<file path="src/rtl/uart_pkg.sv">
// Shared UART types and helpers for the receive and transmit paths.
package uart_pkg;

  typedef enum logic [2:0] {
    IDLE,
    START,
    DATA,
    PARITY,
    STOP
  } uart_rx_state_e;

  function automatic int baud_div(
    input int clk_freq,
    input int baud,
    input int os
  );
    int d;
    d = clk_freq / (baud * os);
    return (d < 1) ? 1 : d;
  endfunction

endpackage

</file>
<file path="src/rtl/uart_baud_tick.sv">
// Sample-tick generator: one-clock tick every DIV clocks, restartable.
module uart_baud_tick #(
  parameter int DIV = 1
) (
  input  logic clk,
  input  logic rst,
  input  logic clear,
  output logic tick
);

  localparam int W = (DIV > 1) ? $clog2(DIV) : 1;
  localparam logic [W-1:0] LAST = W'(DIV - 1);

  logic [W-1:0] cnt;

  assign tick = !clear && (cnt == LAST);

  always_ff @(posedge clk) begin
    if (rst || clear) begin
      cnt <= '0;
    end else if (cnt == LAST) begin
      cnt <= '0;
    end else begin
      cnt <= cnt + 1'b1;
    end
  end

endmodule

</file>
<file path="src/rtl/uart_rx_frame.sv">
// Oversampling UART receiver with valid/ready byte output.
// Optional parity stage enabled by defining UART_RX_PARITY_EN.
module uart_rx_frame
  import uart_pkg::*;
#(
  parameter int CLK_FREQ   = 50_000_000,
  parameter int BAUD_RATE  = 9600,
  parameter int OVERSAMPLE = 16,
  parameter int DATA_BITS  = 8,
  parameter int PARITY_ODD = 0
) (
  input  logic                 clk,
  input  logic                 rst,
  input  logic                 rx,
  output logic [DATA_BITS-1:0] data_out,
  output logic                 rx_valid,
  input  logic                 rx_ready,
  output logic                 framing_error,
  output logic                 parity_error,
  output logic                 overrun,
  output logic                 rx_busy
);

`ifdef UART_RX_PARITY_EN
  localparam bit PAR_EN = 1'b1;
`else
  localparam bit PAR_EN = 1'b0;
`endif

  localparam bit ODD = (PARITY_ODD != 0);
  localparam int DIV = baud_div(CLK_FREQ, BAUD_RATE, OVERSAMPLE);
  localparam int TW  = $clog2(OVERSAMPLE);
  localparam int BW  = (DATA_BITS > 1) ? $clog2(DATA_BITS) : 1;
  localparam int H   = OVERSAMPLE / 2;

  localparam logic [TW-1:0] T_LO  = TW'(H - 1);
  localparam logic [TW-1:0] T_MID = TW'(H);
  localparam logic [TW-1:0] T_HI  = TW'(H + 1);
  localparam logic [TW-1:0] T_END = TW'(OVERSAMPLE - 1);
  localparam logic [BW-1:0] B_END = BW'(DATA_BITS - 1);

  uart_rx_state_e state;

  logic                 s1, s2, prev;
  logic                 fall, tick, decide, vote;
  logic                 smp_a, smp_b, brk, pbit;
  logic [TW-1:0]        tcnt;
  logic [BW-1:0]        bcnt;
  logic [DATA_BITS-1:0] shift;

  always_ff @(posedge clk) begin
    if (rst) begin
      s1   <= 1'b1;
      s2   <= 1'b1;
      prev <= 1'b1;
    end else begin
      s1   <= rx;
      s2   <= s1;
      prev <= s2;
    end
  end

  assign fall = prev && !s2;

  uart_baud_tick #(
    .DIV (DIV)
  ) u_tick (
    .clk   (clk),
    .rst   (rst),
    .clear ((state == IDLE) && fall),
    .tick  (tick)
  );

  // Two-of-three vote around the bit centre; third sample is live.
  assign vote    = (smp_a & smp_b) | (smp_a & s2) | (smp_b & s2);
  assign decide  = tick && (tcnt == T_HI);
  assign rx_busy = (state != IDLE);

  always_ff @(posedge clk) begin
    if (rst) begin
      state         <= IDLE;
      tcnt          <= '0;
      bcnt          <= '0;
      shift         <= '0;
      smp_a         <= 1'b0;
      smp_b         <= 1'b0;
      brk           <= 1'b0;
      pbit          <= 1'b0;
      data_out      <= '0;
      rx_valid      <= 1'b0;
      framing_error <= 1'b0;
      parity_error  <= 1'b0;
      overrun       <= 1'b0;
    end else begin
      overrun <= 1'b0;
      if (rx_valid && rx_ready) rx_valid <= 1'b0;

      if (state != IDLE && tick) begin
        tcnt <= (tcnt == T_END) ? '0 : tcnt + 1'b1;
        if (tcnt == T_LO) smp_a <= s2;
        if (tcnt == T_MID) smp_b <= s2;
      end

      unique case (state)
        IDLE: begin
          if (fall) begin
            state <= START;
            tcnt  <= '0;
          end
        end
        START: begin
          if (tick && tcnt == T_LO && s2) begin
            state <= IDLE;
          end else if (tick && tcnt == T_END) begin
            state <= DATA;
            bcnt  <= '0;
          end
        end
        DATA: begin
          if (decide) begin
            shift <= {vote, shift[DATA_BITS-1:1]};
            if (bcnt == B_END) begin
              bcnt  <= '0;
              state <= PAR_EN ? PARITY : STOP;
            end else begin
              bcnt <= bcnt + 1'b1;
            end
          end
        end
        PARITY: begin
          if (decide) begin
            pbit  <= vote;
            state <= STOP;
          end
        end
        STOP: begin
          if (brk) begin
            if (s2) begin
              brk   <= 1'b0;
              state <= IDLE;
            end
          end else if (decide) begin
            if (rx_valid && !rx_ready) begin
              overrun <= 1'b1;
            end else begin
              data_out      <= shift;
              framing_error <= !vote;
              parity_error  <= PAR_EN && (pbit != ((^shift) ^ ODD));
              rx_valid      <= 1'b1;
            end
            if (vote) state <= IDLE;
            else brk <= 1'b1;
          end
        end
        default: state <= IDLE;
      endcase
    end
  end

endmodule
</file>
<file path="config.mk">
export PLATFORM = sky130hd
export DESIGN_NAME = uart_rx_frame
export DESIGN_NICKNAME = d
export VERILOG_FILES = /design/src/rtl/uart_pkg.sv /design/src/rtl/uart_baud_tick.sv /design/src/rtl/uart_rx_frame.sv
export SDC_FILE = /design/constraint.sdc
export NUM_CORES = 1
export LEC_CHECK = 0
export BUFFER_PORTS_ARGS = -buffer_cell sky130_fd_sc_hd__buf_4
export CAP_MARGIN = 20
export CORE_ASPECT_RATIO = 2
export CORE_MARGIN = 4
export CORE_UTILIZATION = 45
export CTS_CLUSTER_DIAMETER = 150
export DETAILED_ROUTE_END_ITERATION = 6
export HOLD_SLACK_MARGIN = 0.1
export PLACE_DENSITY = 0.69
export SYNTH_ARGS = -nofsm -noshare
export SYNTH_HDL_FRONTEND = slang
export SYNTH_HIERARCHICAL = 1
export SYNTH_SLANG_ARGS = --single-unit
</file>
<file path="constraint.sdc">
create_clock -name clk -period 5 [get_ports clk]
set_input_delay 0.75 -clock clk [delete_from_list [all_inputs] [get_ports clk]]
set_output_delay 0.75 -clock clk [all_outputs]
set_load 0.03 [all_outputs]
</file>
==> results of run 1 <==
[logic make-up after synthesis]
logic type	after synthesis	synth area share, %
compound gates	34	11.05
xor+xnor	6	2.509
fa+ha+maj	8	4.719
buf+inv	22	6.690
flops	44	42.05
mux	13	6.452
other cells	1	0.1790
simple gates	97	26.34
[final cells by class]
class / instances / share of cell area [%]
Multi-Input combinational cell: 159 / 47.07
Sequential cell: 44 / 38.62
Timing Repair Buffer: 15 / 4.937
Clock buffer: 5 / 3.017
Tap cell: 54 / 2.962
Clock inverter: 3 / 1.865
Inverter: 8 / 1.536
[worst min path at each step]
stage                     to  slack [ns]
6_report       s2$_SDFF_PP1_        0.42
5_1_grt        s2$_SDFF_PP1_        0.44
4_1_cts        s2$_SDFF_PP1_        0.42
3_5_place_dp   s2$_SDFF_PP1_        0.40
3_3_place_gp   s2$_SDFF_PP1_        0.41
2_1_floorplan  s2$_SDFF_PP1_        0.39
[cells in the final DEF (no fill, tap or decap), types with 2 or more instances in the layout]
cell       n
nor2_2     5
nand2b_1   4
nand3_1    6
buf_4     15
xnor2_1    2
a21oi_2    5
ha_1       7
mux2i_1   12
o21ai_0    5
dfxtp_1   44
nor3_1     5
inv_1      6
o21a_1     2
nor2b_1    2
o21ai_1    2
or2_2      4
nor2_1    26
or3_1      5
clkbuf_8   5
nand2_1   21
nand4_1    4
xor2_1     4
a21oi_1   12
[synthesized netlist by cell type, types with 2 or more instances]
cell      count
xnor2_1       2
o21ai_0       5
nand4_1       4
or2_2         4
o21ai_1       2
buf_4         4
ha_1          7
clkbuf_1      5
nor3_1        5
nand2_1      21
nand2b_1      4
o21a_1        2
nand3_1       6
dfxtp_1      44
a21oi_2       5
nor2b_1       2
inv_1         6
nor2_2        5
or3_1         5
xor2_1        4
mux2i_1      12
buf_6         5
a21oi_1      12
nor2_1       26
[layer usage]
layer  global-route usage [%]  share of wire (%)  vias to the layer above
li1                         -                  -                      775
met1                    15.87                 42                      690
met2                    24.20                 52                       29
met3                    2.484                2.7                       11
met4                    10.02                3.6                        0
met5                        0                  0                        -
[worst max-delay path, cell delays in order, from the launching register on]
cell     delay [ns]
dfxtp_1        0.60
nor3_2         0.13
and2_1         0.23
nor2_1         0.37
and4b_4        0.34
nand3_1        0.42
mux2i_1        0.31
nor2_1         0.06
[power by group through the flow]
stage,clock network (W),logic [W],registers (W)
6_report,0.000267,0.0000241,0.000357
5_1_grt,0.000290,0.0000278,0.000358
4_1_cts,0.000274,0.0000246,0.000357
3_5_place_dp,0,0.0000245,0.000366
3_3_place_gp,0,0.0000244,0.000365
2_1_floorplan,0,0.0000221,0.000364
[state kept, by name (all words and copies together), names as in the netlist]
register       count
prev               1
bcnt               3
overrun            1
framing_error      1
data_out           8
brk                1
tcnt               4
smp_b              1
state              3
rx_valid           1
s2                 1
u_tick/cnt         9
s1                 1
smp_a              1
shift              8
[per-stage QoR]
step	total power [W]	setup slack [ns]	cell area (sq um)
global route	0.0006754	2.113	2281
CTS	0.0006564	2.397	2281
global placement	0.0003898	2.541	2170
detailed placement	0.0003901	2.408	2170
finish	0.0006484	2.423	2281
floorplan	0.0003862	2.872	2095
==> flow_summary.json, run 1 <==
{
  "ant_nets": 0,
  "grt-ovfl-total": 0,
  "die_y_um": 104.5,
  "finalSetupViolations": 0,
  "finalHoldViolCount": 0,
  "cellPowerDensity_nw_per_um2": 284.3,
  "hold_buffers": 0,
  "min_path_type": "flip-flop to flip-flop",
  "wl_per_cell_um": 13.04,
  "drv_slew": 0,
  "drive_above_1_share_pct": 21.79,
  "crit_path_start": "state[0]$_SDFFE_PP0P_",
  "synth_seq_area_share_pct": 42.05,
  "synth.top_cell.area_share_pct": 42.05,
  "cts_resized": 0,
  "portBuffers": 15,
  "diodes": 0,
  "path_class": "flip-flop to flip-flop",
  "clk_latency_ns": 0.29,
  "grt_start_max_net_pins": 38,
  "syn_inst": 225,
  "multi_input_area_sq_um": 1074,
  "die_area_sq_um": 5876,
  "start_kind": "flip-flop",
  "ys_types": 52,
  "slew-limit-headroom_pct": 61.75,
  "htree_levels": 2,
  "hold_start": "s1$_SDFF_PP1_",
  "rows": 34,
  "numCtsBuffers": 5,
  "synthFlopType": "dfxtp_1",
  "r2r_cells": 7,
  "worstPathArrival_ns": 2.75,
  "whs_path_depth": 1,
  "critPathCaptureType": "flip-flop",
  "dp_cells": 280,
  "synth_nets": 236,
  "syn-cell-area_sq_um": 2095,
  "r2r-start": "state[0]$_SDFFE_PP0P_",
  "drtIter0Drc": 24,
  "synth-edff-count": 0,
  "clock.fmax_mhz": 388.0,
  "clock-root-buffer": "clkbuf_8",
  "path_max_fanout": 11,
  "seq_area_sq_um": 880.8,
  "leakage_nw": 0.9721,
  "ys_seq_elements": 44,
  "crit_end": "data_out[6]$_SDFFE_PP0P_",
  "drtPass1Iterations": 4,
  "seqPwrFrac_pct": 55.1,
  "r2r_end": "data_out[6]$_SDFFE_PP0P_",
  "cts_tree": "yes",
  "hpwlAfterDp_mm": 2.747,
  "antenna_found_initial": 0,
  "cts_setup_buffers": 0,
  "wirelength_mm": 3.755,
  "area_growth_pct": 8.901,
  "drv_cap": 0,
  "syn_area_per_cell_sq_um": 9.309,
  "finalNetCount": 244,
  "p_clk_share_pct": 41.2,
  "fin_tns_setup_ns": 0,
  "ios": 17,
  "num_vias": 1505,
  "grt_pass1_wl_mm": 6.831,
  "hold_ws_ns": 0.4158,
  "grt_util_all_layers_pct": 14.38,
  "nFillCells": 443,
  "path_clk_slew_ns": 0.08,
  "yosysTopAreaCell": "dfxtp_1",
  "synthArstFlopShare_pct": 0,
  "die_x_um": 56.24,
  "utilization_pct": 51.56,
  "place_congestion": 0.8751,
  "start_util_pct": 47.34,
  "final_cells": 288,
  "ir_worst_vdd_mv": 0.2045,
  "status": "finished clean",
  "swShare_pct": 21.33,
  "drc_errors": 0,
  "core_sq_um": 4424,
  "reg2reg_slack_ns": 2.42,
  "ys.warnings.count": 6,
  "internal-power_w": 0.0005101,
  "clock_sinks": 44,
  "period_needed_ns": 2.577,
  "worst_pin_slew_ns": 0.5722,
  "vias_per_cell": 5.226,
  "power.switching_w": 0.0001383,
  "netlist_top_cells_area": "dfxtp_1, mux2i_1, nor2_1, ha_1, nand2_1",
  "rsz0062_at_grt": "no",
  "finalCritPeriodShare_pct": 51.55,
  "crit_required_ns": 5.18,
  "clockBufferDepth": 2,
  "grt_pass1_vias": 1550,
  "finClkSkew_ns": 0.01093,
  "combPwrFrac_pct": 3.7
}
No activity file was read; power rests on OpenSTA's default activity.
==> run 2, diff against run 1 <==
Clock period 5 ns to 2.55 ns, I/O delays scaled along.
==> run 2 against run 1 <==
Critical path depth is 1 higher. Via count increased by 2.7%. Worst setup slack worse by 2.1 ns. First-iteration DRC count increased by 4.2%. Clock power grew 100%. Die area unchanged. Non-clock buffer count is 6 higher. Hold slack worse by 0.15 ns. Power is 98% higher. Clock skew up 0.0034 ns. Sequential cell count unchanged. Largest cell class unchanged. Largest power group unchanged. Highest routed layer unchanged.
==> flow_summary.json, run 2 (synthesis results as in run 1) <==
{
  "r2r-start": "u_tick/cnt[3]$_SDFF_PP0_",
  "die_x_um": 56.24,
  "slew-limit-headroom_pct": 63.17,
  "worst_pin_slew_ns": 0.5524,
  "cts_tree": "yes",
  "wl_per_cell_um": 13.76,
  "grt_util_all_layers_pct": 14.79,
  "reg.largest.list": "u_tick/cnt (9), data_out (8), shift (8)",
  "diodes": 0,
  "grt_pass1_vias": 1499,
  "finalNetCount": 250,
  "area_growth_pct": 11.05,
  "fin_tns_setup_ns": 0,
  "start_util_pct": 47.34,
  "r2r_cells": 8,
  "finalSetupViolations": 0,
  "largest_register_ffs": 9,
  "worstPathArrival_ns": 2.44,
  "ios": 17,
  "drtIter0Drc": 25,
  "clock.fmax_mhz": 445.6,
  "clock-root-buffer": "clkbuf_8",
  "critPathCaptureType": "flip-flop",
  "cts_setup_buffers": 0,
  "die_y_um": 104.5,
  "drtPass1Iterations": 5,
  "drv_cap": 0,
  "drc_errors": 0,
  "clock_sinks": 44,
  "hold_ws_ns": 0.2702,
  "grt_pass1_wl_mm": 7.051,
  "clk_latency_ns": 0.30,
  "place_congestion": 0.8791,
  "htree_levels": 2,
  "grt-ovfl-total": 0,
  "cellPowerDensity_nw_per_um2": 553.3,
  "ir_worst_vdd_mv": 0.4760,
  "ant_nets": 0,
  "rsz0062_at_grt": "no",
  "place_area_sq_um": 2215,
  "path_max_fanout": 6,
  "crit_required_ns": 2.74,
  "clockBufferDepth": 2,
  "layout_common_cells": "dfxtp_1, nor2_1, nand2_1, buf_4",
  "num_vias": 1545,
  "crit_path_start": "u_tick/cnt[3]$_SDFF_PP0_",
  "path_class": "flip-flop to flip-flop",
  "die_area_sq_um": 5876,
  "hold_buffers": 0,
  "final_cell_area_sq_um": 2326,
  "reg2reg_slack_ns": 0.31,
  "numCtsBuffers": 5,
  "finClkSkew_ns": 0.01436,
  "vias_per_cell": 5.255,
  "grt_start_max_net_pins": 38,
  "period_needed_ns": 2.244,
  "r2r_end": "state[2]$_SDFFE_PP0P_",
  "antenna_found_initial": 0,
  "rows": 34,
  "finalCritPeriodShare_pct": 88.00,
  "status": "finished clean",
  "finalHoldViolCount": 0,
  "path_clk_slew_ns": 0.09,
  "drv_slew": 0,
  "cts_resized": 0,
  "wirelength_mm": 4.045,
  "drive_above_1_share_pct": 23.75,
  "top_register": "u_tick/cnt",
  "min_path_type": "input port to flip-flop",
  "leakage_nw": 1.002,
  "core_sq_um": 4424,
  "hpwlAfterDp_mm": 2.902,
  "crit_end": "state[2]$_SDFFE_PP0P_",
  "portBuffers": 15,
  "layout_commonest_cell": "dfxtp_1",
  "start_kind": "flip-flop"
}
==> run 2: cell types whose count changed in the layout (fill, tap and decap cells not counted), sizes merged <==
cell | before | now
buf | 15 | 21
==> run 2: worst min path at each step <==
| stage | startpoint | to | slack [ns] | cells after the start |
|---|---|---|---|---|
| 3_5_place_dp | s1$_SDFF_PP1_ | s2$_SDFF_PP1_ | 0.40 | 1 |
| 4_1_cts | rx | s1$_SDFF_PP1_ | 0.27 | 2 |
| 5_1_grt | rx | s1$_SDFF_PP1_ | 0.26 | 2 |
| 6_report | rx | s1$_SDFF_PP1_ | 0.27 | 2 |
| 2_1_floorplan | s1$_SDFF_PP1_ | s2$_SDFF_PP1_ | 0.39 | 1 |
| 3_3_place_gp | s1$_SDFF_PP1_ | s2$_SDFF_PP1_ | 0.40 | 1 |
==> run 2: metal layers <==
| metal | track usage [%] | vias to the layer above | share of wire, % | wire length [um] |
|---|---|---|---|---|
| met5 | 0 | - | 0 | 0 |
| met4 | 6.452 | 0 | 2.8 | 113 |
| met3 | 2.733 | 12 | 2.5 | 100 |
| met2 | 26.21 | 21 | 53 | 2148 |
| met1 | 16.74 | 722 | 42 | 1682 |
| li1 | - | 790 | - | - |
==> run 2: through the flow <==
stage	total power [W]	instances	setup slack [ns]	utilization, %
finish	0.001287	294	0.3059	52.57
global route	0.001327	294	0.1652	52.57
CTS	0.001293	294	0.3165	52.57
detailed placement	0.0007682	286	0.3224	50.06
global placement	0.0007676	286	0.3718	50.06
floorplan	0.0007572	225	0.4220	-
==> run 2: cell type report <==
type,instances,area [sq um]
multi-input combinational,159,1074
clock inverter,3,42.54
inverter,8,35.03
sequential,44,880.8
timing repair buffer,21,157.7
fill,434,2098
clock buffer,5,68.82
tap,54,67.56
==> run 2: worst max-delay path, stage by stage (launching register included) <==
cell and delay [ns]:
dfxtp_1 0.36, and4bb_1 0.30, nand4_1 0.10, nor2_1 0.34, and4b_4 0.33, a21o_1 0.12
o21ai_0 0.10, a21oi_2 0.19, mux2_4 0.31
==> run 2: report_power, final <==
group	switching [W]	leakage [nW]	total, W	internal [W]
sequential	0.00000477	0.355	0.000698	0.000693
combinational	0.0000343	0.593	0.0000540	0.0000198
clock	0.000245	0.0541	0.000535	0.000290
==> run 3, diff against run 2 <==
Settings changed: ABC_AREA set to 1.
==> run 3 against run 2 <==
Via count rose by 15%. Global-route usage rose by 1.0 points. Clock skew decreased by 0.0087 ns. Largest power group unchanged. Synthesized cell count up 25%. Critical path depth grew 3. Wire length rose by 1.2%. Fmax up 7.2%. Worst setup slack better by 0.15 ns. Power increased by 37%. Critical path type unchanged. Design area shrank 1.1%. Largest cell class unchanged. Clock power fell by 17%.
==> flow_summary.json, run 3 <==
{
  "layout_common_cells": "nor2_1, nand2_1, dfxtp_1",
  "rsz0062_at_grt": "no",
  "wl_met3_um": 128,
  "place_congestion": 0.8589,
  "seqPwrFrac_pct": 44.0,
  "clock_sinks": 44,
  "antenna_found_initial": 0,
  "hold_ws_ns": 0.2721,
  "die_y_um": 103.3,
  "portBuffers": 15,
  "synth.top_cell.area_share_pct": 43.08,
  "synth_seq_area_share_pct": 43.08,
  "yosysTopAreaCell": "dfxtp_1",
  "finClkSkew_ns": 0.005648,
  "diodes": 0,
  "hold_buffers": 0,
  "synthFlopType": "dfxtp_1",
  "die_area_sq_um": 5751,
  "synth-edff-count": 0,
  "htree_levels": 2,
  "num_vias": 1779,
  "cp_slowest_cell": "nor2_2",
  "cellPowerDensity_nw_per_um2": 764.7,
  "path_max_fanout": 11,
  "ys_seq_elements": 44,
  "reg2reg_slack_ns": 0.46,
  "syn_area_per_cell_sq_um": 7.276,
  "synthArstFlopShare_pct": 0,
  "crit_path_cell_trace": "inv_1, ha_1, nand2_1, nor2_1, nand2_1, nor2_1, nand4_4, nor2_2, inv_2, nor2_1, nor2_1",
  "cts_tree": "yes",
  "drc_errors": 0,
  "nFillCells": 449,
  "synthTopCellsByCount": "nor2_1, nand2_1, dfxtp_1, inv_1, o21ai_1",
  "grt-ovfl-total": 0,
  "p_clk_share_pct": 25.2,
  "grt_pass1_wl_mm": 7.203,
  "ir_worst_vdd_mv": 0.4048,
  "grt_pass1_vias": 1709,
  "status": "finished clean",
  "crit_top_cell": "nor2_1",
  "swShare_pct": 36.00,
  "drtPass1Iterations": 4,
  "min_path_type": "input port to flip-flop",
  "synth.most_common_cell": "nor2_1",
  "hpwlAfterDp_mm": 3.301,
  "clk_latency_ns": 0.29,
  "wl_per_cell_um": 11.53,
  "netlist_top_cells_area": "dfxtp_1, nor2_1, nand2_1, o21ai_1, ha_1",
  "ant_nets": 0,
  "period_needed_ns": 2.094,
  "syn_inst": 281,
  "reg.largest.list": "u_tick/cnt (9), data_out (8), shift (8)",
  "start_util_pct": 46.66,
  "largest_register_ffs": 9,
  "drive_above_1_share_pct": 20.27,
  "crit_required_ns": 2.75,
  "synth_nets": 292,
  "ys_types": 28,
  "ios": 17,
  "grt_util_all_layers_pct": 15.84,
  "rows": 34,
  "wirelength_mm": 4.094,
  "top_register": "u_tick/cnt",
  "drtIter0Drc": 21,
  "core_sq_um": 4382,
  "power.switching_w": 0.0006334,
  "wl_met1_mm": 1.439,
  "drv_cap": 0,
  "met2_length_mm": 2.366,
  "syn-cell-area_sq_um": 2044,
  "path_clk_slew_ns": 0.08,
  "ys.warnings.count": 6,
  "clock.fmax_mhz": 477.6,
  "finalNetCount": 311,
  "internal-power_w": 0.001126,
  "grt_start_max_net_pins": 15,
  "critPathCaptureType": "flip-flop",
  "vias_per_cell": 5.011,
  "finalSetupViolations": 0,
  "fin_tns_setup_ns": 0,
  "top_layer_used": "met4",
  "die_x_um": 55.66,
  "combPwrFrac_pct": 30.8,
  "path_class": "flip-flop to flip-flop",
  "clock-root-buffer": "clkbuf_8",
  "area_growth_pct": 12.55,
  "clockBufferDepth": 2,
  "finalCritPeriodShare_pct": 82.11,
  "numCtsBuffers": 5,
  "leakage_nw": 0.9821,
  "layout_commonest_cell": "nor2_1",
  "cts_setup_buffers": 0,
  "worstPathArrival_ns": 2.29,
  "slowest_delay_ns": 0.37,
  "start_kind": "flip-flop",
  "drv_slew": 0,
  "cts_resized": 0,
  "finalHoldViolCount": 0
}
-- run 3: changes by cell type in the layout (fill, tap and decap cells not counted), sizes merged, moves of 4 or more --
cell	previous run	this run
nor2	32	68
nor3	6	1
mux2i	12	0
nand2	21	58
xor2	4	0
nand3	6	11
inv	7	33
o21ai	8	28
nand2b	4	0
or3	5	0
buf	21	16
-- run 3: critical path, delay by kind of cell, from the launching register on --
kind | cells | cell delay, ns
buf+inv | 2 | 0.22
simple gates | 8 | 1.30
flops | 1 | 0.34
fa+ha+maj | 1 | 0.14
-- run 3: stage by stage --
step	std cells	total power, W	utilization [%]	cell area [sq um]	setup slack (ns)
3_3_place_gp	347	0.001335	50.40	2208	0.5177
6_report	355	0.001760	52.51	2301	0.4561
2_1_floorplan	281	0.001211	-	2044	0.7218
5_1_grt	355	0.001878	52.51	2301	0.2290
4_1_cts	355	0.001783	52.51	2301	0.4330
3_5_place_dp	347	0.001335	50.40	2208	0.4415
-- run 3: layer usage --
metal  global-route usage, %  vias to the layer above
met5                       0                        -
met4                   9.176                        0
met3                   2.609                       12
met2                   32.94                       29
met1                   13.72                      815
li1                        -                      923
-- run 3: kinds of logic (layout without fill, tap and decap cells) --
kind of cell	count (synthesis)	count (layout)	synth area share, %
xor gates and xnor gates	1	1	0.4285
other	1	1	0.1834
adders and majority gates	7	7	4.284
DFF	44	44	43.08
AOI/OAI and AO/OA	46	46	11.75
buffers and inverters	37	57	7.221
and+or+nand+nor	145	145	33.05
-- run 3: worst paths after layout --
kind	start	to	cells after the start
setup / recovery	u_tick/cnt[0]$_SDFF_PP0_	shift[6]$_SDFFE_PP0P_	11
hold reg to reg	s1$_SDFF_PP1_	s2$_SDFF_PP1_	1
hold / removal	rx	s1$_SDFF_PP1_	2
setup reg to reg	u_tick/cnt[0]$_SDFF_PP0_	shift[6]$_SDFFE_PP0P_	11
-- run 3: area by class of cell --
| cell class | count | area (sq um) | area share (%) |
|---|---|---|---|
| sequential | 44 | 880.8 | 38.28 |
| multi-input combinational | 200 | 1016 | 44.15 |
| clock inverter | 2 | 10.01 | 0.4350 |
| inverter | 33 | 123.9 | 5.383 |
| tap | 54 | 67.56 | 2.936 |
| clock buffer | 6 | 82.58 | 3.589 |
| timing repair buffer | 16 | 120.1 | 5.220 |
-- run 3: power by group through the flow --
stage               combinational [W]  clock, W  sequential (W)
CTS                          0.000547  0.000462        0.000775
finish                       0.000542  0.000444        0.000774
floorplan                    0.000430         0        0.000781
detailed placement           0.000545         0        0.000790
global placement             0.000547         0        0.000788
global route                 0.000608  0.000488        0.000782
